## config.mk

```make
export PLATFORM = sky130hd
export DESIGN_NAME = reg_file_sb
export DESIGN_NICKNAME = d
export VERILOG_FILES = /design/src/rtl/reg_file_sb.sv
export SDC_FILE = /design/constraint.sdc
export NUM_CORES = 2
export LEC_CHECK = 0
export ABC_CLOCK_PERIOD_IN_PS = 87200
export CAP_MARGIN = 10
export CORE_ASPECT_RATIO = 1.1
export CORE_UTILIZATION = 40
export CTS_BUF_LIST = sky130_fd_sc_hd__clkbuf_4
export DETAILED_ROUTE_END_ITERATION = 12
export PLACE_DENSITY = 0.57
export SETUP_SLACK_MARGIN = 0.15
export SLEW_MARGIN = 20
export SYNTH_ARGS = -nofsm -noshare
export SYNTH_HDL_FRONTEND = slang
export SYNTH_SLANG_ARGS = --single-unit
```

## constraint.sdc

```tcl
create_clock -name clk -period 87.2 [get_ports clk]
set_clock_uncertainty 0.05 [all_clocks]
set_input_delay 17.44 -clock clk [delete_from_list [all_inputs] [get_ports clk]]
set_output_delay 17.44 -clock clk [all_outputs]
set_load 0.02 [all_outputs]
```

## src/rtl/reg_file_sb.sv

```systemverilog
// rtl/reg_file_sb.sv - register file with per-register pending (scoreboard) bits; optional forwarding under REG_FILE_BYPASS_EN
module reg_file_sb #(
  parameter int DATA_WIDTH = 32,
  parameter int ADDR_WIDTH = 5
) (
  input  logic                  clk,
  input  logic                  rst,
  input  logic                  wen0,
  input  logic                  wen1,
  input  logic [ADDR_WIDTH-1:0] waddr0,
  input  logic [ADDR_WIDTH-1:0] waddr1,
  input  logic [DATA_WIDTH-1:0] wdata0,
  input  logic [DATA_WIDTH-1:0] wdata1,
  input  logic [ADDR_WIDTH-1:0] raddr1,
  input  logic [ADDR_WIDTH-1:0] raddr2,
  output logic [DATA_WIDTH-1:0] rdata1,
  output logic [DATA_WIDTH-1:0] rdata2,
  output logic                  rbusy1,
  output logic                  rbusy2,
  input  logic                  set_en,
  input  logic [ADDR_WIDTH-1:0] set_addr,
  output logic [ADDR_WIDTH:0]   busy_cnt
);

  localparam int DEPTH = 1 << ADDR_WIDTH;

  logic [DATA_WIDTH-1:0] regs_q [DEPTH];
  logic [DEPTH-1:0]      pend_q;
  logic [DEPTH-1:0]      pend_d;
  logic [ADDR_WIDTH:0]   busy_cnt_q;
  logic [ADDR_WIDTH:0]   busy_cnt_d;

  // Register 0 is hardwired, so writes and sets aimed at it are dropped here.
  logic wr0_act;
  logic wr1_act;
  logic set_act;

  assign wr0_act = wen0   && (waddr0   != '0);
  assign wr1_act = wen1   && (waddr1   != '0);
  assign set_act = set_en && (set_addr != '0);

  // Next pending vector: writes retire producers, then a new issue re-marks (issue wins).
  always_comb begin
    pend_d = pend_q;
    if (wr0_act) pend_d[waddr0] = 1'b0;
    if (wr1_act) pend_d[waddr1] = 1'b0;
    if (set_act) pend_d[set_addr] = 1'b1;
    pend_d[0] = 1'b0;
  end

  // Count is the population of the next pending vector, so it can never drift from the bits.
  always_comb begin
    busy_cnt_d = '0;
    for (int i = 0; i < DEPTH; i++) begin
      busy_cnt_d = busy_cnt_d + {{ADDR_WIDTH{1'b0}}, pend_d[i]};
    end
  end

  // Pending bits and count; reset empties the scoreboard.
  always_ff @(posedge clk or posedge rst) begin
    if (rst) begin
      pend_q     <= '0;
      busy_cnt_q <= '0;
    end else begin
      pend_q     <= pend_d;
      busy_cnt_q <= busy_cnt_d;
    end
  end

  // Register storage; port 1 is written last so it wins a same-address collision.
  always_ff @(posedge clk or posedge rst) begin
    if (rst) begin
      for (int i = 0; i < DEPTH; i++) begin
        regs_q[i] <= '0;
      end
    end else begin
      if (wr0_act) regs_q[waddr0] <= wdata0;
      if (wr1_act) regs_q[waddr1] <= wdata1;
    end
  end

  assign busy_cnt = busy_cnt_q;

`ifdef REG_FILE_BYPASS_EN
  // Forward same-cycle write data; a forwarded value is complete unless a new producer is issued now.
  function automatic logic [DATA_WIDTH-1:0] rd_data(input logic [ADDR_WIDTH-1:0] a);
    if (a == '0)                     return '0;
    else if (wr1_act && waddr1 == a) return wdata1;
    else if (wr0_act && waddr0 == a) return wdata0;
    else                             return regs_q[a];
  endfunction

  function automatic logic rd_busy(input logic [ADDR_WIDTH-1:0] a);
    if (a == '0)                                               return 1'b0;
    else if ((wr1_act && waddr1 == a) || (wr0_act && waddr0 == a)) return set_act && (set_addr == a);
    else                                                       return pend_q[a];
  endfunction
`else
  // Stored state only; writes show up after the edge.
  function automatic logic [DATA_WIDTH-1:0] rd_data(input logic [ADDR_WIDTH-1:0] a);
    if (a == '0) return '0;
    else         return regs_q[a];
  endfunction

  function automatic logic rd_busy(input logic [ADDR_WIDTH-1:0] a);
    if (a == '0) return 1'b0;
    else         return pend_q[a];
  endfunction
`endif

  // Combinational read ports.
  always_comb begin
    rdata1 = rd_data(raddr1);
    rdata2 = rd_data(raddr2);
    rbusy1 = rd_busy(raddr1);
    rbusy2 = rd_busy(raddr2);
  end

endmodule

```

==> results.tsv <==
stage	metric	value	unit
placed_design	placed inst area	68900	µm²
die	Die W	392	µm
grt	pin count of the biggest net entering global routing	173	
hold_path	min-delay worst type	flip-flop to flip-flop	
synthesis	Synth Area in Simple Gates	0.0804	
timing	RSZ-0062 raised after global routing	no	
detailed_routing	WL met3	28600	µm
clock_tree	CTS clk-pin slew, worst paths	50	ps
critical_path	worst endpoint data arrival time	22260	ps
critical_path	CP delay by family, top	buffers and inverters	
synthesis	Post-Synthesis Cells	6230	
grt	initial antenna violation count	37	
clock_tree	hold_buf cts	0	
critical_path	Crit path required time	69710	ps
timing	Fin. Hold Viols	0	
cells_and_area	share of cells above drive strength 1	0.206	
critical_path	CP max-delay cell	a311oi_1	
critical_path	Setup CP Type	input port to primary output	
placed_design	routability cong.	0.876	
timing	Setup violations, final	0	
detailed_routing	Detailed Routing Iterations Pass 1	8	
cells_and_area	fill count	15800	
cells_and_area	register area	26600	µm²
die	core area	166000	µm²
die	# IOs	166	
synthesis	adder-cell area share of the yosys netlist	0.00819	
flow_run	Max-Cap Viols	0	
cells_and_area	Layout area overhead	8.74	%
synthesis	Yosys top cell by area	dfrtp_1	
power	Pwr per Cell Area	24.1	nW/µm²
clock_tree	Gates resized, CTS repair	0	
synthesis	Area contributors post-synth	dfrtp_1, mux2i_1, mux4_2	
hold_path	hold path cells	0	
critical_path	CP Cell Sequence	buf_8 -> buf_4 -> buf_4 -> mux4_2 -> o2111ai_1 -> a311oi_1 -> clkdlybuf4s50_1	
synthesis	asr flop ratio synth	1.00	
cells_and_area	Design Area, Final	72700	µm²
detailed_routing	wire per inst	32.3	µm
critical_path	cell mode on critical path	buf_4	
cells_and_area	final-stage net count	6230	
synthesis	compound-cell area share of the yosys netlist	0.120	
outcome	status	complete, no violations	
cells_and_area	final core utilization	0.438	
critical_path	delay of the slowest critical-path stage	1150	ps
detailed_routing	DR iter-0 viols	6753	
synthesis	YS warnings	0	
cells_and_area	fin cells	8560	
timing	Slew headroom	0.109	
clock_tree	Sink Count	1061	
critical_path	Buf+Inv Stages, Crit Path	4	
detailed_routing	DR DRC count	0	
detailed_routing	via/cell ratio	6.34	
cells_and_area	Multi-input gate area	36700	µm²
clock_tree	CTS Root Buffer Type	clkbuf_4	
power	Leak	0.0321	µW
synthesis	syn avg cell area	10.7	µm²
critical_path	R2R cell count	17	
placed_design	IO buf count	165	
timing	actual slew at the worst max-slew pin	1330	ps
synthesis	Synth Net Count	6354	
timing	Slew Limit Fails	0	
grt	vias in the first global route	52800	
die	die height	431	µm
die	die area	169000	µm²
synthesis	most common library cells after synthesis	mux2i_1, dfrtp_1, nand2_1	
synthesis	most frequent cell after synthesis	mux2i_1	
grt	first-pass GRT wire length	394000	µm
placed_design	DPL Wire Length	153000	µm
timing	Sum Neg Setup Slack	0	ps
synthesis	Seq/Total Area, Yosys	0.397	
synthesis	Post-synth top flop	dfrtp_1	
clock_tree	H-Tree Depth	5	
synthesis	mux contribution to synthesized area	0.335	
synthesis	main combinational cell family by area after synthesis	multiplexers	
timing	Max Fclk	25.2	MHz
synthesis	Syn Std Cell Area	66900	µm²
grt	Total Routing Usage GR	0.325	
detailed_routing	Post-DRT Antenna Nets	0	
detailed_routing	top sig layer	met5	
synthesis	xor and xnor area share after synthesis	0.000393	
die	initial core utilization	0.402	
placed_design	Cells after DPL	8004	
detailed_routing	final wirelength	276000	µm
clock_tree	CTS Buffer Depth	4	
grt	gr ovfl total	0	
power	post-route total power	1760	µW
timing	post-layout min period	39750	ps
clock_tree	CTS tree	built	
power	VDD IR max	0.0000427	V
timing	fin crit share	0.456	
critical_path	Worst setup EP type	primary output	
detailed_routing	vias after detailed routing	54300	
critical_path	CP Max Fanout	72	
synthesis	Yosys reg bits	1061	
die	row cnt	157	
synthesis	post-synth top area share	0.397	
synthesis	Netlist cell types	59	
detailed_routing	M1 WL	104000	µm
clock_tree	worst skew pair latency	1350	ps
clock_tree	Inserted Clock Buffers	325	
critical_path	Critical Path Stages	7	
detailed_routing	met2 WL	126000	µm
synthesis	number of flops mapped to enable cells by yosys	0	
clock_tree	post-CTS setup buffers	0	
critical_path	CP startpoint kind	input port	
final cells by class:
class | count | area share
clock inverters | 65 | 0.00387
multi-input cells | 4365 | 0.505
inverters | 35 | 0.00198
clock buffers | 466 | 0.0481
well taps | 2226 | 0.0383
flip-flops and latches | 1061 | 0.365
diodes | 24 | 0.000826
repair buffers | 318 | 0.0369
routing by layer:
layer  vias to the layer above  track usage
li1                      22700            -
met1                     27100        0.409
met2                      3511        0.497
met3                       976       0.0866
met4                        20        0.202
met5                         -            0
final timing paths:
kind                       slack [ps]                     end                    from
setup / recovery                47450               rdata1[2]               raddr1[2]
hold / removal                    350  regs_q[1015]$_DFF_PP0_  regs_q[1015]$_DFF_PP0_
setup reg to reg                81670   busy_cnt[4]$_DFF_PP0_    pend_q[18]$_DFF_PP0_
hold reg to reg                   350  regs_q[1015]$_DFF_PP0_  regs_q[1015]$_DFF_PP0_
max in group asynchronous       67370    regs_q[42]$_DFF_PP0_                     rst
min in group asynchronous       16590   regs_q[795]$_DFF_PP0_                     rst
flip-flops by register name, summed over array words and instances, names as in the netlist:
name      count
busy_cnt      6
regs_q     1024
pend_q       31
stage by stage:
stage	setup WS [ps]	hold WS (ps)
global route	47470	357
global placement	47670	327
floorplan	39840	391
detailed placement	47660	333
finish	47450	347
CTS	47660	347
cell families (layout without fill, tap and decap cells):
family,after synthesis,count (layout)
other cells,0,24
fa+ha+maj,30,30
simple gates,1265,1265
mux,1652,1652
compound gates,1415,1415
xor+xnor,3,3
buf+inv,804,884
flops,1061,1061
report_power, final:
part,internal (µW),switching [µW],total [µW]
clock network,246,236,482
logic,279,267,546
registers,624,105,728
cell usage in the layout, fill, tap and decap left out, drive strengths merged, types with 66 or more instances in the layout:
| cell | instances |
|---|---|
| a21oi | 516 |
| o21ai | 605 |
| a22oi | 67 |
| nor2b | 73 |
| clkbuf | 466 |
| a311oi | 66 |
| mux2i | 1124 |
| nand2 | 575 |
| mux4 | 460 |
| mux2 | 68 |
| nor2 | 549 |
| buf | 202 |
| clkdlybuf4s50 | 116 |
| dfrtp | 1061 |
Note: power is estimated with default switching activity, not from simulation.
